### config.mk
export PLATFORM = sky130hd
export DESIGN_NAME = complement2
export DESIGN_NICKNAME = d
export VERILOG_FILES = /design/src/rtl/complement2.sv
export SDC_FILE = /design/constraint.sdc
export NUM_CORES = 1
export LEC_CHECK = 0
export ABC_AREA = 1
export BUFFER_PORTS_ARGS = -buffer_cell sky130_fd_sc_hd__buf_4
export CAP_MARGIN = 20
export CORE_MARGIN = 5
export CORE_UTILIZATION = 50
export CTS_CLUSTER_DIAMETER = 100
export CTS_CLUSTER_SIZE = 20
export DETAILED_ROUTE_END_ITERATION = 8
export PLACE_DENSITY = 0.75
export SYNTH_ARGS = -nofsm -noshare
export SYNTH_HDL_FRONTEND = slang
export SYNTH_SLANG_ARGS = --single-unit
### constraint.sdc
create_clock -name clk -period 5 [get_ports clk]
set_clock_uncertainty 0.05 [all_clocks]
set_input_delay 0.5 -clock clk [delete_from_list [all_inputs] [get_ports clk]]
set_output_delay 0.5 -clock clk [all_outputs]
set_load 0.1 [all_outputs]
### src/rtl/complement2.sv
// Two's-complement negation: a combinational result plus a registered,
// valid/ready-handshaked copy with zero/overflow flags and a one-entry skid buffer.
module complement2 #(
   parameter int N = 32
) (
   input  logic         clk,
   input  logic         rst,
   input  logic [N-1:0] in,
   output logic [N-1:0] out,
   input  logic         in_valid,
   output logic         in_ready,
   output logic [N-1:0] out_reg,
   output logic         out_valid,
   input  logic         out_ready,
   output logic         zero_flag,
   output logic         ovf_flag
);

   typedef struct packed {
      logic [N-1:0] data;
      logic         zero;
      logic         ovf;
   } entry_t;

   localparam logic [N-1:0] ONE     = {{(N-1){1'b0}}, 1'b1};
   localparam logic [N-1:0] ZERO    = {N{1'b0}};
   localparam logic [N-1:0] MOST_NEG = {1'b1, {(N-1){1'b0}}};

   function automatic logic [N-1:0] negate(input logic [N-1:0] v);
      return (~v) + ONE;
   endfunction

   function automatic entry_t make_entry(input logic [N-1:0] v);
      entry_t e;
      e.data = negate(v);
      e.zero = (v == ZERO);
      e.ovf  = (v == MOST_NEG);
      return e;
   endfunction

   entry_t out_ent_r, out_ent_s;
   entry_t skid_ent_r, skid_ent_s;
   entry_t new_ent_s;
   logic   out_valid_r, out_valid_s;
   logic   skid_valid_r, skid_valid_s;
   logic   cap_s, drain_s;

   assign out = negate(in);

   assign cap_s   = in_valid && !skid_valid_r;
   assign drain_s = out_valid_r && out_ready;
   // The operand is masked when not captured so X on an idle bus never reaches state.
   assign new_ent_s = cap_s ? make_entry(in) : '0;

   // Next-state for the output and skid registers.
   always_comb begin
      out_ent_s    = out_ent_r;
      out_valid_s  = out_valid_r;
      skid_ent_s   = skid_ent_r;
      skid_valid_s = skid_valid_r;
      if (!out_valid_r || drain_s) begin
         if (skid_valid_r) begin
            out_ent_s    = skid_ent_r;
            out_valid_s  = 1'b1;
            skid_valid_s = 1'b0;
         end else if (cap_s) begin
            out_ent_s   = new_ent_s;
            out_valid_s = 1'b1;
         end else begin
            out_valid_s = 1'b0;
         end
      end else begin
         if (cap_s) begin
            skid_ent_s   = new_ent_s;
            skid_valid_s = 1'b1;
         end else begin
            skid_valid_s = skid_valid_r;
         end
      end
   end

   // State registers, cleared immediately on reset.
   always_ff @(posedge clk or posedge rst) begin
      if (rst) begin
         out_ent_r    <= '0;
         out_valid_r  <= 1'b0;
         skid_ent_r   <= '0;
         skid_valid_r <= 1'b0;
      end else begin
         out_ent_r    <= out_ent_s;
         out_valid_r  <= out_valid_s;
         skid_ent_r   <= skid_ent_s;
         skid_valid_r <= skid_valid_s;
      end
   end

   assign in_ready  = !skid_valid_r;
   assign out_valid = out_valid_r;
   assign out_reg   = out_ent_r.data;
   assign zero_flag = out_ent_r.zero;
   assign ovf_flag  = out_ent_r.ovf;

endmodule

== Word-level counts from Yosys, hierarchy flattened ==
Cells that the tools add are included.
Word-level totals
  register bits after elaboration: 70
  input port bits: 36
  output and inout port bits: 68
  logic and storage cells: 28
Operators by class
  add/subtract/negate cells: 1
  eq/ne operators: 1
  multiplexer cells: 6
  bitwise logic cells: 2
  reduce and logical (&&, ||, !) cells: 10
Operator list (count)
  $mux 34: 2
  $add 32x1->32 const B: 1
  $eq 32x32->1 const B: 1
  $logic_not 32->1: 1
  $not 32->32: 1
  $mux 1: 4
  $reduce_and 2->1: 2
  $reduce_bool 2->1: 2
  $logic_and 1x1->1: 2
  $logic_not 1->1: 2
  $logic_or 1x1->1: 1
  $not 1->1: 1

== Depth between registers and ports, before layout ==
  word-level depth: 4
  depth in mapped cells: 10
  mapped depth without buffers: 10

== Worst setup path before layout ==
OpenSTA, ideal clock, no wires.
  path kind: input to output
  from: in in[0]
  to: out out[14]
  arrival time: 1768 ps
  data required time: 4450 ps
  path slack: 2682 ps
  stages on the path: 7
  path buffers: 1
  cell sequence: inv_1 > ha_1 > nand3_4 > nor2_2 > nand2_2 > xor2_1 > buf_4
RTL lines
  from (decl): RTL line 8  | input logic [N-1:0] in,
  to (decl): RTL line 9  | output logic [N-1:0] out,

== Worst setup path after layout ==
  from: reg skid_valid_r
  to: out in_ready
Between the ends
  word-level cells in the longest chain between the ends: 1
RTL lines
  from (decl): RTL line 45  | logic skid_valid_r, skid_valid_s;
  from (signal assigned): RTL line 93  | skid_valid_r <= skid_valid_s;
  $logic_not 1->1: RTL line 97  | assign in_ready = !skid_valid_r;
  to (decl): RTL line 11  | output logic in_ready,
No other way between the ends.

==> metrics.txt <==
status finished clean; MaxCap Viol Count 0; Reg-to-Reg Start skid_valid_r$_DFFE_PP0P_; DRC 0; DR vias/cell 4.98; final antenna-violating net count 0; Synth async-reset ratio 100%; area leader, netlist dfrtp_1; Max Fanout on Critical Path 29; synth top area cells dfrtp_1 41%, nand2_1 16%, buf_4 5.7%; first-pass GRT wire length 18.3 mm; DR pass1 iterations 5; FILL cells 797; area of the multi-input gates 2010 µm²; WHS 0.331 ns; Yosys reg bits 70; YS warnings 0; total gr overflow 0; fmax 340 MHz; Layout area overhead 18.4%; Data arrival, critical path 2.39 ns; commonest non-fill, non-tap cell in the layout nand2_1; Die Wd 103 µm; ys flop type dfrtp_1; Synth Cell Area about 4300 µm²; Pwr Total around 0.0021 W; RD Place Congestion a little over 0.9; TritonCTS buffer count 9; starting DRC count in detailed routing ~190; Final nets 696; Post-CTS Setup Inserts 0; post-synth top area share 40.5%; hold path startpoint in_valid; Top Metal Used met4; H-tree Lvls 3; startpoint class of the critical path flip-flop; Mapped Cells 593; Yosys cell types 29; number of global-route vias before repair 3671; Slowest-stage cell, CP dfrtp_1; final worst-path setup slack 2.06 ns; Power per Cell Area 408 nW/µm²; initial antenna violation count 0; FF-to-FF path depth 6; DP HPWL 8.61 mm; count of flip-flops with a built-in enable after synthesis 0; Cell Chain, Critical Path inv_1 -> buf_4; worst path bufs/invs 2; met3 routed WL roughly 560 µm; Min-Delay Path Depth 3; Lkg Pwr 2.65 nW; Clock Path Buffers 2; max reg flops 34; PostCTS Resize Cnt 0; met1 WL 5.15 mm; largest stage delay on the critical path 0.91 ns; Hold WC Path Type in2reg; Setup WS pre-CTS 2.30 ns; Min-Delay Endpoint out_valid$_DFFE_PP0N_; Tcrit/Tclk final between 50 and 60%; Net Count, Synth 630; most frequent cells in the layout 184 x nand2_1, 106 x buf_4, 70 x dfrtp_1; antenna cells 0; Root Buffer clkbuf_8; met2 wire length 5.52 mm; min cycle time layout 2.94 ns; total number of vias between 3000 and 4000; RSZ-0062 raised after global routing no; Post-CTS Hold Buffers 0; Worst-Skew Late Latency 0.35 ns; Final Hold Fails 0; sequential area share after synthesis between 40% and 50%; DIE HEIGHT 103 µm; Slew HR a little over a third; nature of the critical path endpoint output port; r2r endpoint out_reg[6]$_DFFE_PP0P_; kind of critical path reg2out; Overall Global Routing Usage 22.3%; slew at the pin with the worst max-slew slack 0.962 ns; wire per inst 14.8 µm; Reg area ~1800 µm²; CP required roughly 4.5 ns; CTS tree yes; largest net degree at the start of global routing 71; Initial Util 50.5%; Routed WL roughly 11 mm; syn_area_per_cell 7.29 µm²; Die ar. 10600 µm²; Max IR drop VDD 0.216 mV; Sink Count 70; reg-to-reg setup timing slack 2.25 ns; Crit path max-delay family buffers and inverters; cell row count 34; Clock transition at path regs 0.08 ns; I/O Buffers 103; I/O pin count 104; share of layout cells above drive strength 1 25.8%; final slew viol count 0; setup violators final 0; Core Region 8550 µm²; Final TNS setup 0 ns
-- power breakdown --
group | internal [W] | leakage, nW | switching (W)
clock network | 0.000181 | 0.0816 | 0.000240
logic | 0.000197 | 1.71 | 0.000740
registers | 0.000676 | 0.856 | 0.0000553
-- cell usage after synthesis (11+ instances only) --
| library cell | instances |
|---|---|
| a21oi_1 | 26 |
| buf_2 | 14 |
| buf_4 | 33 |
| dfrtp_1 | 70 |
| inv_1 | 57 |
| nand2_1 | 184 |
| nand2_2 | 11 |
| nand3_1 | 24 |
| nor2_1 | 64 |
| o21ai_0 | 26 |
| o21ai_1 | 13 |
| o21ai_2 | 11 |
| xor2_1 | 11 |
-- cell type report --
type	count	area share, %
sequential	70	34.2
timing repair buffer	107	16.1
inverter	60	4.40
multi-input combinational	411	39.2
clock inverter	7	0.978
tap	108	2.64
clock buffer	9	2.42
-- worst max-delay path by stage --
stage	startpoint	end	cells after the start
final	skid_valid_r$_DFFE_PP0P_	in_ready	2
after global routing	skid_valid_r$_DFFE_PP0P_	in_ready	2
after CTS	skid_valid_r$_DFFE_PP0P_	in_ready	2
after detailed placement	skid_valid_r$_DFFE_PP0P_	out_reg[6]$_DFFE_PP0P_	6
after global placement	in[0]	out[26]	10
after floorplan	rst	out_reg[0]$_DFFE_PP0P_	1
-- through the flow --
step	std cells	utilization, %	instance area [µm²]
5_1_grt	772	59.8	5120
3_5_place_dp	755	57.5	4920
2_1_floorplan	593	-	4320
6_report	772	59.8	5120
3_3_place_gp	755	57.5	4920
4_1_cts	771	59.5	5090
-- kinds of logic after synthesis --
kind of cell / after synthesis / synth area share (%)
AO/OA/AOI/OAI: 87 / 11.8
XOR/XNOR: 13 / 2.81
adder cells (fa/ha/maj): 1 / 0.289
buffers and inverters: 112 / 13.0
flip-flops: 70 / 40.5
AND/OR/NAND/NOR: 310 / 31.5
-- worst min-delay path: cells and delay by family --
kind | cells | cell delay [ns]
buf+inv | 1 | 0.10
simple gates | 2 | 0.10
-- routing by layer --
layer	vias to the layer above	global-route usage, %
met5	-	0
met4	0	7.37
met3	16	3.79
met2	97	36.7
met1	1777	30.0
li1	1953	-
(Power assumes the default switching activity.)
